--- config.mk ---
export PLATFORM = sky130hd
export DESIGN_NAME = olv_event_scheduler_flat
export DESIGN_NICKNAME = d
export VERILOG_FILES = /design/src/rtl/olv_event_scheduler_pkg.sv /design/src/rtl/olv_event_scheduler_if.sv /design/src/rtl/olv_event_scheduler_win_capture.sv /design/src/rtl/olv_event_scheduler.sv /design/src/flat_wrapper.sv
export SDC_FILE = /design/constraint.sdc
export NUM_CORES = 1
export LEC_CHECK = 0
export BUFFER_PORTS_ARGS = -buffer_cell sky130_fd_sc_hd__buf_4
export CAP_MARGIN = 40
export CELL_PAD_IN_SITES_DETAIL_PLACEMENT = 1
export CELL_PAD_IN_SITES_GLOBAL_PLACEMENT = 2
export CORE_AREA = 2 2 120 122
export CTS_CLUSTER_DIAMETER = 100
export DETAILED_ROUTE_END_ITERATION = 8
export DIE_AREA = 0 0 122 124
export PLACE_DENSITY = 0.83
export SLEW_MARGIN = 20
export SYNTH_ARGS = -nofsm -noshare
export SYNTH_HDL_FRONTEND = slang
export SYNTH_HIERARCHICAL = 1
export SYNTH_SLANG_ARGS = --single-unit
--- constraint.sdc ---
create_clock -name i_clk -period 2.5 [get_ports i_clk]
set_clock_uncertainty 0.1 [all_clocks]
set_input_delay 0.25 -clock i_clk [delete_from_list [all_inputs] [get_ports i_clk]]
set_output_delay 0.25 -clock i_clk [all_outputs]
set_load 0.02 [all_outputs]
--- src/rtl/olv_event_scheduler_pkg.sv ---
// Shared definitions for the output-layer control blocks: the scheduler
// state encoding and the layer geometry constants.
package olv_event_scheduler_pkg;

  localparam int P_S      = 42;  // synapses / event bitmap width
  localparam int P_N      = 8;   // neurons / spike vector width
  localparam int P_AW     = 6;   // AER address width, 2^P_AW > P_S
  localparam int P_CW     = 8;   // frame and error counter width
  localparam int P_SETTLE = 4;   // settle window after the fire cycle

  typedef enum logic [2:0] {
    ST_IDLE,
    ST_COLLECT,
    ST_FIRE,
    ST_SETTLE,
    ST_REPORT
  } state_e;

endpackage

--- src/rtl/olv_event_scheduler_if.sv ---
// AER input beats and the winner result port between the scheduler
// (slave side) and its producer/consumer (master side).
interface olv_event_scheduler_if
  import olv_event_scheduler_pkg::*;
#(
  parameter int p_aw = P_AW,
  parameter int p_n  = P_N
);
  logic            i_aer_valid;
  logic [p_aw-1:0] i_aer_addr;
  logic            i_aer_last;
  logic            o_aer_ready;
  logic            o_win_valid;
  logic            o_win_hit;
  logic [p_n:1]    o_win_index;
  logic            i_win_ready;

  modport slave (
    input  i_aer_valid, i_aer_addr, i_aer_last, i_win_ready,
    output o_aer_ready, o_win_valid, o_win_hit, o_win_index
  );

  modport master (
    output i_aer_valid, i_aer_addr, i_aer_last, i_win_ready,
    input  o_aer_ready, o_win_valid, o_win_hit, o_win_index
  );
endinterface

--- src/rtl/olv_event_scheduler_win_capture.sv ---
// Settle-window counter plus first-spike latch. start_i arms a window of
// p_settle cycles; the first nonzero spike inside the window is held until
// clear_i. done_o flags the last cycle of the window.
module olv_win_capture
#(
  parameter int p_n      = 8,
  parameter int p_settle = 4
) (
  input  logic         clk_i,
  input  logic         rst_i,
  input  logic         start_i,
  input  logic [p_n:1] spike_i,
  input  logic         clear_i,
  output logic         done_o,
  output logic         hit_o,
  output logic [p_n:1] index_o
);
  localparam int CNT_W = (p_settle < 2) ? 1 : $clog2(p_settle + 1);

  logic [CNT_W-1:0] cnt_q, cnt_d;
  logic             hit_q, hit_d;
  logic [p_n:1]     index_q, index_d;
  logic             active;

  // A nonzero count means the window is open (the SETTLE state).
  assign active  = (cnt_q != '0);
  assign done_o  = (cnt_q == CNT_W'(1));
  assign hit_o   = hit_q;
  assign index_o = index_q;

  // Window countdown and capture of the first spike only.
  always_comb begin
    cnt_d   = cnt_q;
    hit_d   = hit_q;
    index_d = index_q;
    if (start_i) begin
      cnt_d   = CNT_W'(p_settle);
      hit_d   = 1'b0;
      index_d = '0;
    end else if (active) begin
      cnt_d = cnt_q - CNT_W'(1);
      if (!hit_q && (spike_i != '0)) begin
        hit_d   = 1'b1;
        index_d = spike_i;
      end
    end
    if (clear_i) begin
      hit_d   = 1'b0;
      index_d = '0;
    end
  end

  // State register; reset discards any window in flight.
  always_ff @(posedge clk_i) begin
    if (rst_i) begin
      cnt_q   <= '0;
      hit_q   <= 1'b0;
      index_q <= '0;
    end else begin
      cnt_q   <= cnt_d;
      hit_q   <= hit_d;
      index_q <= index_d;
    end
  end
endmodule

--- src/rtl/olv_event_scheduler.sv ---
// Time-step sequencer for the output layer: gathers AER beats into a synapse
// bitmap, fires it for one cycle, waits the settle window for the winner
// spike and presents the result on a valid/ready port.
module olv_event_scheduler
  import olv_event_scheduler_pkg::*;
#(
  parameter int p_s      = P_S,
  parameter int p_n      = P_N,
  parameter int p_aw     = P_AW,
  parameter int p_settle = P_SETTLE,
  parameter int p_cw     = P_CW
) (
  input  logic                 i_clk,
  input  logic                 i_rst,
  olv_event_scheduler_if.slave bus,
  output logic [p_s:1]         o_event,
  input  logic [p_n:1]         i_spike,
  output logic [p_cw-1:0]      o_frame_cnt,
  output logic [p_cw-1:0]      o_err_cnt,
  output logic                 o_busy
);
  localparam logic [p_aw-1:0] ADDR_MAX = p_aw'(p_s);

  state_e            state_q, state_d;
  logic [p_s:1]      bitmap_q, bitmap_d, bitmap_upd;
  logic [p_s:1]      event_q, event_d;
  logic [p_cw-1:0]   frame_q, frame_d;
  logic [p_cw-1:0]   err_q, err_d;
  logic              win_valid_q, win_valid_d;
  logic              aer_ready, accept, legal, handshake;
  logic              cap_start, cap_done, cap_hit;
  logic [p_n:1]      cap_index;

  function automatic logic [p_cw-1:0] sat_inc(input logic [p_cw-1:0] v);
    return (&v) ? v : v + p_cw'(1);
  endfunction

  // Addresses outside 1..p_s match no bit and leave the bitmap unchanged.
  function automatic logic [p_s:1] bitmap_set(input logic [p_s:1] bm,
                                              input logic [p_aw-1:0] addr);
    logic [p_s:1] r;
    r = bm;
    for (int i = 1; i <= p_s; i++) begin
      if (addr == p_aw'(i)) r[i] = 1'b1;
    end
    return r;
  endfunction

  // Ready and busy come from the registered state only.
  assign aer_ready  = (state_q == ST_IDLE) || (state_q == ST_COLLECT);
  assign o_busy     = (state_q != ST_IDLE);
  assign accept     = bus.i_aer_valid && aer_ready;
  assign legal      = (bus.i_aer_addr != '0) && (bus.i_aer_addr <= ADDR_MAX);
  assign handshake  = (state_q == ST_REPORT) && bus.i_win_ready;
  assign cap_start  = (state_q == ST_FIRE);
  assign bitmap_upd = bitmap_set(bitmap_q, bus.i_aer_addr);

  assign bus.o_aer_ready = aer_ready;
  assign bus.o_win_valid = win_valid_q;
  assign bus.o_win_hit   = cap_hit;
  assign bus.o_win_index = cap_index;
  assign o_event         = event_q;
  assign o_frame_cnt     = frame_q;
  assign o_err_cnt       = err_q;

  olv_win_capture #(
    .p_n      (p_n),
    .p_settle (p_settle)
  ) u_win_capture (
    .clk_i   (i_clk),
    .rst_i   (i_rst),
    .start_i (cap_start),
    .spike_i (i_spike),
    .clear_i (handshake),
    .done_o  (cap_done),
    .hit_o   (cap_hit),
    .index_o (cap_index)
  );

  // Next-state and datapath decode. The event register is loaded on the
  // edge that accepts the last beat so it is visible during FIRE.
  always_comb begin
    state_d     = state_q;
    bitmap_d    = bitmap_q;
    event_d     = '0;
    err_d       = err_q;
    frame_d     = frame_q;
    win_valid_d = win_valid_q;
    case (state_q)
      ST_IDLE, ST_COLLECT: begin
        if (accept) begin
          if (!legal) err_d = sat_inc(err_q);
          if (bus.i_aer_last) begin
            event_d  = bitmap_upd;
            bitmap_d = '0;
            state_d  = ST_FIRE;
          end else begin
            bitmap_d = bitmap_upd;
            state_d  = ST_COLLECT;
          end
        end
      end
      ST_FIRE: state_d = ST_SETTLE;
      ST_SETTLE: begin
        if (cap_done) begin
          win_valid_d = 1'b1;
          state_d     = ST_REPORT;
        end
      end
      ST_REPORT: begin
        if (bus.i_win_ready) begin
          win_valid_d = 1'b0;
          frame_d     = frame_q + p_cw'(1);
          state_d     = ST_IDLE;
        end
      end
      default: state_d = ST_IDLE;
    endcase
  end

  // State and output registers; reset drops any partial frame or result.
  always_ff @(posedge i_clk) begin
    if (i_rst) begin
      state_q     <= ST_IDLE;
      bitmap_q    <= '0;
      event_q     <= '0;
      err_q       <= '0;
      frame_q     <= '0;
      win_valid_q <= 1'b0;
    end else begin
      state_q     <= state_d;
      bitmap_q    <= bitmap_d;
      event_q     <= event_d;
      err_q       <= err_d;
      frame_q     <= frame_d;
      win_valid_q <= win_valid_d;
    end
  end
endmodule

--- src/flat_wrapper.sv ---
// flat-port wrapper written by rule: the top's interface ports become plain ports
module olv_event_scheduler_flat import olv_event_scheduler_pkg::*;
#(
  parameter int p_s      = P_S,
  parameter int p_n      = P_N,
  parameter int p_aw     = P_AW,
  parameter int p_settle = P_SETTLE,
  parameter int p_cw     = P_CW
)
  (i_clk, i_rst, o_event, i_spike, o_frame_cnt, o_err_cnt, o_busy, bus_i_aer_valid, bus_i_aer_addr, bus_i_aer_last, bus_i_win_ready, bus_o_aer_ready, bus_o_win_valid, bus_o_win_hit, bus_o_win_index);
  olv_event_scheduler_if #(.p_aw(p_aw), .p_n(p_n)) bus_i ();
  input  logic i_clk;
  input  logic i_rst;
  output logic [p_s:1] o_event;
  input  logic [p_n:1] i_spike;
  output logic [p_cw-1:0] o_frame_cnt;
  output logic [p_cw-1:0] o_err_cnt;
  output logic o_busy;
  input wire logic [$bits(bus_i.i_aer_valid)-1:0] bus_i_aer_valid;
  input wire logic [$bits(bus_i.i_aer_addr)-1:0] bus_i_aer_addr;
  input wire logic [$bits(bus_i.i_aer_last)-1:0] bus_i_aer_last;
  input wire logic [$bits(bus_i.i_win_ready)-1:0] bus_i_win_ready;
  output wire logic [$bits(bus_i.o_aer_ready)-1:0] bus_o_aer_ready;
  output wire logic [$bits(bus_i.o_win_valid)-1:0] bus_o_win_valid;
  output wire logic [$bits(bus_i.o_win_hit)-1:0] bus_o_win_hit;
  output wire logic [$bits(bus_i.o_win_index)-1:0] bus_o_win_index;
  assign bus_i.i_aer_valid = bus_i_aer_valid;
  assign bus_i.i_aer_addr = bus_i_aer_addr;
  assign bus_i.i_aer_last = bus_i_aer_last;
  assign bus_i.i_win_ready = bus_i_win_ready;
  assign bus_o_aer_ready = bus_i.o_aer_ready;
  assign bus_o_win_valid = bus_i.o_win_valid;
  assign bus_o_win_hit = bus_i.o_win_hit;
  assign bus_o_win_index = bus_i.o_win_index;
  olv_event_scheduler #(.p_s(p_s), .p_n(p_n), .p_aw(p_aw), .p_settle(p_settle), .p_cw(p_cw)) u_core (.i_clk(i_clk), .i_rst(i_rst), .bus(bus_i), .o_event(o_event), .i_spike(i_spike), .o_frame_cnt(o_frame_cnt), .o_err_cnt(o_err_cnt), .o_busy(o_busy));
endmodule
==> impl_metrics.csv, run 1 <==
group,metric,value,unit
cts,clkLatencyLatePin,0.42,ns
floorplan,core,0.0137,mm^2
global_routing,track_usage,0.162,
layout,n_antenna_cell,0,
timing,fin_ws,0.440,ns
setup_path,worstPathRequired,2.69,ns
synth,synthArstFlopShare,0,
global_routing,antenna_found_initial,0,
floorplan,die_area,0.0151,mm^2
drt,wl_per_cell,15.3,um
synth,synth_top_family_by_area,"simple AND/OR/NAND/NOR gates",
drt,routed_wl,11.7,mm
synth,yosysWarnings,6,
global_routing,grt_max_degree,45,
synth,syn_area,0.00434,mm^2
setup_path,reg2reg_depth,5,
cts,path_clk_slew,0.05,ns
floorplan,die_h,124,um
min_path,hold-path-endpoint,"u_core/u_win_capture/index_o[2]",
drt,vias_per_cell,4.94,
setup_path,timing.critical_path.arrival,2.25,ns
synth,syn_inst,482,
timing,final-hold-violation-count,0,
setup_path,cp_cell_sequence,"or3b_1, a31oi_1, o2111ai_1, xnor2_1, nor2b_1",
min_path,worstHoldStart,"i_spike[2]",
run,drv_cap,0,
synth,yosysSeqAreaShare,0.535,
timing,tightest_slew,0.824,ns
synth,synth_edf_count,0,
placement,io_buffers,88,
placement,placed_area,0.00518,mm^2
synth,ys_types,45,
layout,stdcell_area,0.00584,mm^2
global_routing,grt_pass1_wl,18.9,mm
drt,vias,3773,
timing,rsz0062_at_grt,"no",
cts,post-cts-setup-buffer-count,0,
synth,synth_compound_area_frac,0.175,
placement,place_worst_setup_slack,0.452,ns
timing,slew_headroom,0.446,
synth,synth_area_per_cell,9.01,um^2
status,status,"finished clean",
setup_path,slowest_delay,0.56,ns
min_path,hold_class,"input pin to flip-flop",
synth,synthSimpleGateAreaFrac,0.203,
cts,htree_levels,4,
min_path,worstHoldPathCells,3,
synth,synth-seq-cells,116,
cts,cts_resized,0,
global_routing,grt_pass1_vias,3737,
drt,firstDrtPassIters,4,
setup_path,worstSetupPathType,"flip-flop to flip-flop",
synth,muxShareOfSynthArea,0.00691,
drt,drtIter0Drc,148,
floorplan,initial_core_util,0.317,
setup_path,worstPathMaxFanout,13,
cts,cts_tree,"done",
floorplan,rows,43,
placement,gp_congestion,0.764,
cts,cts.path.max_buffers,2,
placement,place.detailed.hpwl,8.20,mm
timing,maxSlewViolCount,0,
drt,drc,0,
timing,post-route-period-util,0.824,
timing,period_needed,2.06,ns
timing,max_freq,485,MHz
floorplan,io_pins,89,
timing,setup_viol,0,
layout,synthToLayoutAreaGrowth,34.4,%
layout,drive_gt1_frac,0.238,
drt,postRouteAntennaNets,0,
power_and_ir_drop,power_density,933,mW/mm^2
setup_path,worstSetupEndpointType,"flip-flop",
layout,layoutNonFillerInstCount,764,
placement,dp_cells,732,
layout,fin_nets,595,
timing,timing.hold.ws,0.0884,ns
floorplan,die_x,122,um
setup_path,rr_startpoint,"u_core/state_q[2]",
cts,cts.hold.buffers_added,0,
cts,clock_sinks,116,
synth,synth_ff_type,"dfxtp_1",
setup_path,worstSetupStartpointType,"flip-flop",
setup_path,critPathSlowestCell,"or3b_1",
setup_path,reg2reg_setup_slack,0.44,ns
global_routing,overflow,0,
synth,synth_fa_ha_area_frac,0.0144,
setup_path,r2r_end,"u_core/o_err_cnt[6]",
cts,cts_buffers,17,
synth,synth_nets,506,
power_and_ir_drop,p_leak,0.00229,uW
cts,cts-root-buf,"clkbuf_16",
timing,setup_tns,0,ns
synth,synth-xor-area-share,0.0282,
power_and_ir_drop,vdd_drop_max,0.501,mV
metal layers:
metal	up-vias	part of all wire	global-route usage
met5	-	0	0
met1	1823	0.45	0.198
met2	74	0.49	0.269
met4	0	0.019	0.0740
li1	1856	-	-
met3	20	0.039	0.0408
power breakdown:
part | switching, uW | total [uW] | internal, uW
Sequential | 73.4 | 2000 | 1930
Combinational | 475 | 754 | 279
Clock | 823 | 2690 | 1870
stage by stage:
step                 util  power, uW
finish              0.425       5450
global route        0.425       5670
CTS                 0.425       5500
detailed placement  0.377       2800
global placement    0.377       2760
floorplan               -       2570
sequential cells by signal, indices dropped and copies added, names as in the netlist:
register / count
u_core/bitmap_q: 42
u_core/bus.o_win_valid: 1
u_core/o_err_cnt: 8
u_core/o_event: 42
u_core/o_frame_cnt: 8
u_core/state_q: 3
u_core/u_win_capture/cnt_q: 3
u_core/u_win_capture/hit_o: 1
u_core/u_win_capture/index_o: 8
cell families (layout without fill, tap and decap cells):
kind of cell,count (synthesis),count (layout)
DFF,116,116
muxes,3,3
AOI/OAI and AO/OA,123,123
buffers and inverters,35,137
and+or+nand+nor,186,186
xor gates and xnor gates,14,14
adders and majority gates,5,5
cell usage after synthesis (4+ instances only):
master / n / area (um^2)
a22oi_1: 19 / 143
clkbuf_1: 20 / 75.1
nor2b_1: 9 / 56.3
dfxtp_1: 116 / 2320
and2_1: 5 / 31.3
a31oi_1: 14 / 87.6
buf_2: 7 / 35.0
nand2b_1: 7 / 43.8
nor3_1: 17 / 85.1
nor2_1: 113 / 424
a211oi_1: 10 / 75.1
ha_1: 5 / 62.6
and3_1: 4 / 25.0
or3_1: 5 / 31.3
xor2_1: 11 / 96.3
o21ai_0: 4 / 20.0
nand2_1: 8 / 30.0
a21oi_1: 66 / 330
cell type report:
cell class | instances | area, um^2
clock buffers | 23 | 488
fillers | 1585 | 7880
inverters | 4 | 15.0
multi-input cells | 331 | 1860
well taps | 180 | 225
repair buffers | 101 | 758
flip-flops and latches | 116 | 2320
clock inverters | 9 | 173
how the worst max path moves through the flow:
stage                            from                   to  cells past startpoint
floorplan           u_core/state_q[1]   u_core/o_event[17]                      9
global placement    u_core/state_q[2]  u_core/o_err_cnt[6]                      5
detailed placement  u_core/state_q[2]  u_core/o_err_cnt[6]                      5
CTS                 u_core/state_q[2]  u_core/o_err_cnt[6]                      5
global route        u_core/state_q[2]  u_core/o_err_cnt[6]                      5
finish              u_core/state_q[2]  u_core/o_err_cnt[6]                      5
placed cells by master (no fill, tap or decap), types with 2 or more instances in the layout:
cell type | Yosys | final
buf_4 | 1 | 101
bufinv_16 | 0 | 5
nand4_1 | 2 | 2
mux2i_1 | 3 | 3
nor3_1 | 17 | 17
a22oi_1 | 19 | 19
o21ai_0 | 4 | 4
and4_1 | 2 | 2
and2_1 | 5 | 5
nor4_1 | 2 | 2
clkbuf_8 | 0 | 4
nor2b_1 | 9 | 9
inv_1 | 3 | 3
nand3_1 | 3 | 3
clkbuf_1 | 20 | 2
dfxtp_1 | 116 | 116
clkinv_2 | 0 | 3
a21oi_1 | 66 | 66
and3_1 | 4 | 4
clkbuf_16 | 0 | 17
xnor2_1 | 3 | 3
a31oi_1 | 14 | 14
ha_1 | 5 | 5
o2111ai_1 | 3 | 3
nor2_1 | 113 | 113
nand2b_1 | 7 | 7
or3_1 | 5 | 5
xor2_1 | 11 | 11
a211oi_1 | 10 | 10
nand2_1 | 8 | 8
critical path: cells and delay by family, from the launching register on:
kind	cells	cell delay (ns)
AOI/OAI and AO/OA	2	0.57
and+or+nand+nor	2	0.68
DFF	1	0.42
xor gates and xnor gates	1	0.16
No activity file was read; power rests on OpenSTA's default activity.
==> run 2: changes to the inputs <==
Settings changed: CORE_AREA 2 2 120 122 to 2 2 126 128, DIE_AREA 0 0 122 124 to 0 0 128 130, PLACE_DENSITY 0.83 to 0.8.
Clock period 2.5 ns to 1.7 ns, I/O delays scaled along.
==> impl_metrics.csv, run 2 (synthesis gave the netlist of run 1 again) <==
group,metric,value,unit
status,status,"finished with violations",
status,violations,"hold timing, setup timing",
layout,layout.cells.most_common,"buf_4",
drt,postRouteAntennaNets,0,
drt,routed_wl,13.2,mm
floorplan,die_x,128,um
timing,slew_headroom,0.527,
timing,maxSlewViolCount,0,
global_routing,grt_pass1_vias,4039,
drt,drt-met1-wl,5.78,mm
floorplan,die_h,130,um
cts,cts.hold.buffers_added,7,
cts,htree_levels,4,
cts,cts_buffers,17,
layout,regArea,0.00232,mm^2
setup_path,rr_startpoint,"u_core/state_q[1]",
timing,rsz0062_at_grt,"yes",
floorplan,die_area,0.0166,mm^2
setup_path,timing.critical_path.arrival,1.98,ns
power_and_ir_drop,p_leak,0.00249,uW
placement,gp_congestion,0.803,
setup_path,worstPathMaxFanout,3,
layout,final_util,0.405,
timing,setup_viol,2,
drt,wl_met2,6.70,mm
floorplan,rows,46,
floorplan,core,0.0154,mm^2
timing,period_needed,1.72,ns
layout,fill_cells,1778,
floorplan,initial_core_util,0.282,
timing,tightest_slew,0.705,ns
global_routing,overflow,0,
global_routing,antenna_found_initial,0,
layout,n_antenna_cell,0,
drt,vias_per_cell,4.86,
placement,place_worst_setup_slack,-0.0850,ns
min_path,hold_class,"input pin to flip-flop",
setup_path,crit_path_start,"u_core/state_q[1]",
placement,dp_cells,773,
drt,wl_per_cell,16.2,um
run,drv_cap,0,
cts,clkLatencyLatePin,0.42,ns
drt,vias,3958,
timing,final-hold-violation-count,1,
min_path,worstHoldStart,"i_rst",
setup_path,worstSetupEndpointType,"flip-flop",
drt,drtIter0Drc,146,
cts,cts-root-buf,"clkbuf_16",
power_and_ir_drop,vdd_drop_max,0.688,mV
placement,io_buffers,88,
drt,top_layer_used,"met4",
layout,multi_input_area,0.00193,mm^2
power_and_ir_drop,p_total,7860,uW
drt,drc,0,
global_routing,grt_max_degree,25,
timing,timing.hold.ws,-0.00782,ns
cts,cts.path.max_buffers,2,
cts,clock_sinks,116,
timing,max_freq,580,MHz
power_and_ir_drop,power_density,1260,mW/mm^2
cts,path_clk_slew,0.06,ns
layout,drive_gt1_frac,0.309,
floorplan,io_pins,89,
drt,wl_met3,465,um
global_routing,grt_pass1_wl,20.7,mm
timing,post-route-period-util,1.01,
layout,fin_nets,633,
drt,firstDrtPassIters,4,
placement,place.detailed.hpwl,8.86,mm
setup_path,worstSetupPathType,"flip-flop to flip-flop",
layout,synthToLayoutAreaGrowth,43.9,%
timing,fin_ws,-0.0241,ns
cts,cts_tree,"done",
layout,final_cell_mix,"buf_4, dfxtp_1, nor2_1",
global_routing,track_usage,0.162,
layout,layoutNonFillerInstCount,814,
setup_path,worstSetupStartpointType,"flip-flop",
setup_path,worstPathRequired,1.95,ns
run 2: critical path, cell delays in order, from the launching register on:
cell and delay (ns):
dfxtp_2 0.32, or3b_4 0.43, a311oi_4 0.26, o21ai_2 0.09, or3_1 0.33, a21oi_2 0.13
run 2: what timing repair did:
action | 4_1_cts | 5_1_grt
gates cloned | 0 | 2
buffers inserted | 0 | 0
gates resized for setup | 6 | 21
endpoints found under the hold margin | 5 | 3
pin swaps | 2 | 2
endpoints found under the setup margin | 13 | 77
run 2: final cells by class:
cell class,instances,share of cell area
Timing Repair Buffer,139,0.184
Tap cell,192,0.0384
Sequential cell,116,0.372
Clock buffer,20,0.0746
Inverter,4,0.00240
Clock inverter,12,0.0206
Multi-Input combinational cell,331,0.309
run 2: path summary, 6_finish.rpt:
check | to | slack [ns] | depth (start not counted)
worst max register to register | u_core/o_err_cnt[7] | -0.02 | 5
worst min-delay path | u_core/o_err_cnt[7] | -0.008 | 2
worst max-delay path | u_core/o_err_cnt[7] | -0.02 | 5
worst min register to register | u_core/bitmap_q[33] | 0.37 | 2
run 2: power by group:
group          internal, uW  switching [uW]  leakage, uW  total (uW)
registers              2840            73.2     0.000937        2910
clock network          2270            1300     0.000288        3560
logic                   562             820      0.00127        1380
total                  5670            2190      0.00249        7860
run 2: per-layer routing:
layer	GRT usage	vias to the layer above
met3	0.0443	17
li1	-	1933
met5	0	-
met1	0.191	1933
met4	0.0711	0
met2	0.278	75
run 2: stage by stage:
stage | instance area [um^2] | setup TNS [ns]
after global routing | 6250 | -0.316
after floorplan | 4360 | -0.423
after global placement | 5440 | -0.00930
final | 6250 | -0.0259
after CTS | 6130 | -0.0515
after detailed placement | 5440 | -0.175
==> run 3: changes to the inputs <==
Settings changed: CAP_MARGIN 40 to default, PLACE_DENSITY 0.8 to 0.82.
==> impl_metrics.csv, run 3 (synthesis gave the netlist of run 1 again) <==
group,metric,value,unit
status,status,"finished with violations",
status,violations,"setup timing",
power_and_ir_drop,p_total,7740,uW
layout,drive_gt1_frac,0.304,
floorplan,rows,46,
floorplan,die_area,0.0166,mm^2
layout,final_util,0.400,
global_routing,grt_pass1_vias,3891,
drt,drtIter0Drc,206,
placement,io_buffers,88,
setup_path,path_delay_family,"simple AND/OR/NAND/NOR gates",
global_routing,overflow,0,
setup_path,critPathSlowestCell,"or3b_4",
timing,final-hold-violation-count,0,
layout,synthToLayoutAreaGrowth,42.0,%
timing,slew_headroom,0.490,
timing,rsz0062_at_grt,"yes",
drt,routed_wl,12.5,mm
global_routing,grt_pass1_wl,19.4,mm
global_routing,track_usage,0.151,
cts,clkLatencyLatePin,0.41,ns
setup_path,worstPathMaxFanout,3,
floorplan,core,0.0154,mm^2
timing,setup_tns,-0.0697,ns
power_and_ir_drop,vdd_drop_max,0.633,mV
floorplan,initial_core_util,0.282,
layout,fin_nets,630,
power_and_ir_drop,p_leak,0.00246,uW
cts,cts.path.max_buffers,2,
setup_path,r2r_end,"u_core/o_err_cnt[7]",
placement,place.detailed.hpwl,8.83,mm
setup_path,rr_startpoint,"u_core/state_q[2]",
setup_path,slowest_delay,0.43,ns
cts,cts-root-buf,"clkbuf_16",
drt,vias,3887,
floorplan,die_h,130,um
floorplan,io_pins,89,
drt,vias_per_cell,4.80,
setup_path,worstSetupPathType,"flip-flop to flip-flop",
timing,period_needed,1.76,ns
setup_path,worstSetupStartpointType,"flip-flop",
setup_path,reg2reg_depth,5,
cts,htree_levels,4,
setup_path,timing.critical_path.arrival,2.01,ns
drt,postRouteAntennaNets,0,
setup_path,path_buf_inv,0,
timing,post-route-period-util,1.03,
timing,setup_viol,2,
min_path,hold_class,"input pin to flip-flop",
drt,wl_per_cell,15.4,um
timing,maxSlewViolCount,0,
cts,clock_sinks,116,
run,drv_cap,0,
setup_path,cp_cell_sequence,"or3b_4, a311oi_4, o21ai_2, or3_1, a21oi_1",
layout,n_antenna_cell,0,
cts,path_clk_slew,0.06,ns
setup_path,reg2reg_setup_slack,-0.06,ns
global_routing,antenna_found_initial,0,
layout,final_cell_mix,"buf_4, dfxtp_1, nor2_1",
timing,max_freq,568,MHz
min_path,worstHoldPathCells,3,
cts,cts_tree,"done",
timing,tightest_slew,0.759,ns
setup_path,endpoint,"u_core/o_err_cnt[7]",
cts,cts_buffers,17,
placement,gp_congestion,0.770,
floorplan,die_x,128,um
timing,fin_ws,-0.0591,ns
setup_path,cp_num_cells,5,
global_routing,grt_max_degree,26,
setup_path,worstPathRequired,1.95,ns
drt,firstDrtPassIters,4,
setup_path,crit_path_start,"u_core/state_q[2]",
layout,layout.cells.most_common,"buf_4",
drt,drc,0,
power_and_ir_drop,power_density,1250,mW/mm^2
setup_path,worstSetupEndpointType,"flip-flop",
## run 3: cell types whose count changed in the layout (fill, tap and decap cells not counted), sizes merged
cell / previous run / this run
inv: 4 / 3
buf: 130 / 132
bufinv: 2 / 3
dlygate4sd3: 7 / 3
clkinvlp: 3 / 2
clkbuf: 22 / 21
## run 3: worst min-delay path by stage
stage                             start                              end  slack [ns]
global placement     u_core/bitmap_q[8]               u_core/bitmap_q[8]        0.35
detailed placement  u_core/bitmap_q[24]               u_core/o_event[24]        0.36
floorplan                         i_rst    u_core/u_win_capture/cnt_q[2]        0.14
finish                       i_spike[1]  u_core/u_win_capture/index_o[1]        0.03
global route                 i_spike[1]  u_core/u_win_capture/index_o[1]       0.009
CTS                          i_spike[1]  u_core/u_win_capture/index_o[1]      0.0004
## run 3: final cells by class
class	instances	area, um^2
multi-input combinational	331	1920
timing repair buffer	136	1090
tap	192	240
inverter	4	15.0
fill	1774	9260
sequential	116	2320
clock buffer	20	447
clock inverter	11	135
## run 3: timing repair
| action | 4_1_cts | 5_1_grt |
|---|---|---|
| pin swaps | 3 | 0 |
| endpoints found under the setup margin | 12 | 78 |
| hold buffers | 3 | 0 |
| cloned | 0 | 1 |
| buffers inserted | 3 | 0 |
| hold endpoints to repair | 15 | 0 |
| resized for setup | 6 | 19 |
## run 3: per-layer routing
metal	vias up	share of wire	GRT usage
met2	81	0.49	0.252
li1	1925	-	-
met5	-	0	0
met3	22	0.032	0.0385
met1	1859	0.45	0.184
met4	0	0.022	0.0692
## run 3: where the power goes
part	internal [uW]	total, uW	switching (uW)
combinational	541	1320	775
clock	2310	3510	1200
sequential	2840	2910	74.8
total	5690	7740	2050
## run 3: worst reg2reg max path, delay by kind of cell, from the launching register on
kind,cells,cell delay (ns)
AOI/OAI and AO/OA,3,0.53
DFF,1,0.32
and+or+nand+nor,2,0.76
## run 3: stage by stage
step | hold WS (ns) | worst slack (ns) | instance area, um^2 | instances
2_1_floorplan | 0.142 | -0.145 | 4360 | 482
3_3_place_gp | 0.349 | -0.0269 | 5420 | 772
3_5_place_dp | 0.357 | -0.132 | 5420 | 772
4_1_cts | 0.000369 | -0.0338 | 6080 | 809
5_1_grt | 0.00894 | -0.128 | 6170 | 810
6_report | 0.0261 | -0.0591 | 6170 | 810
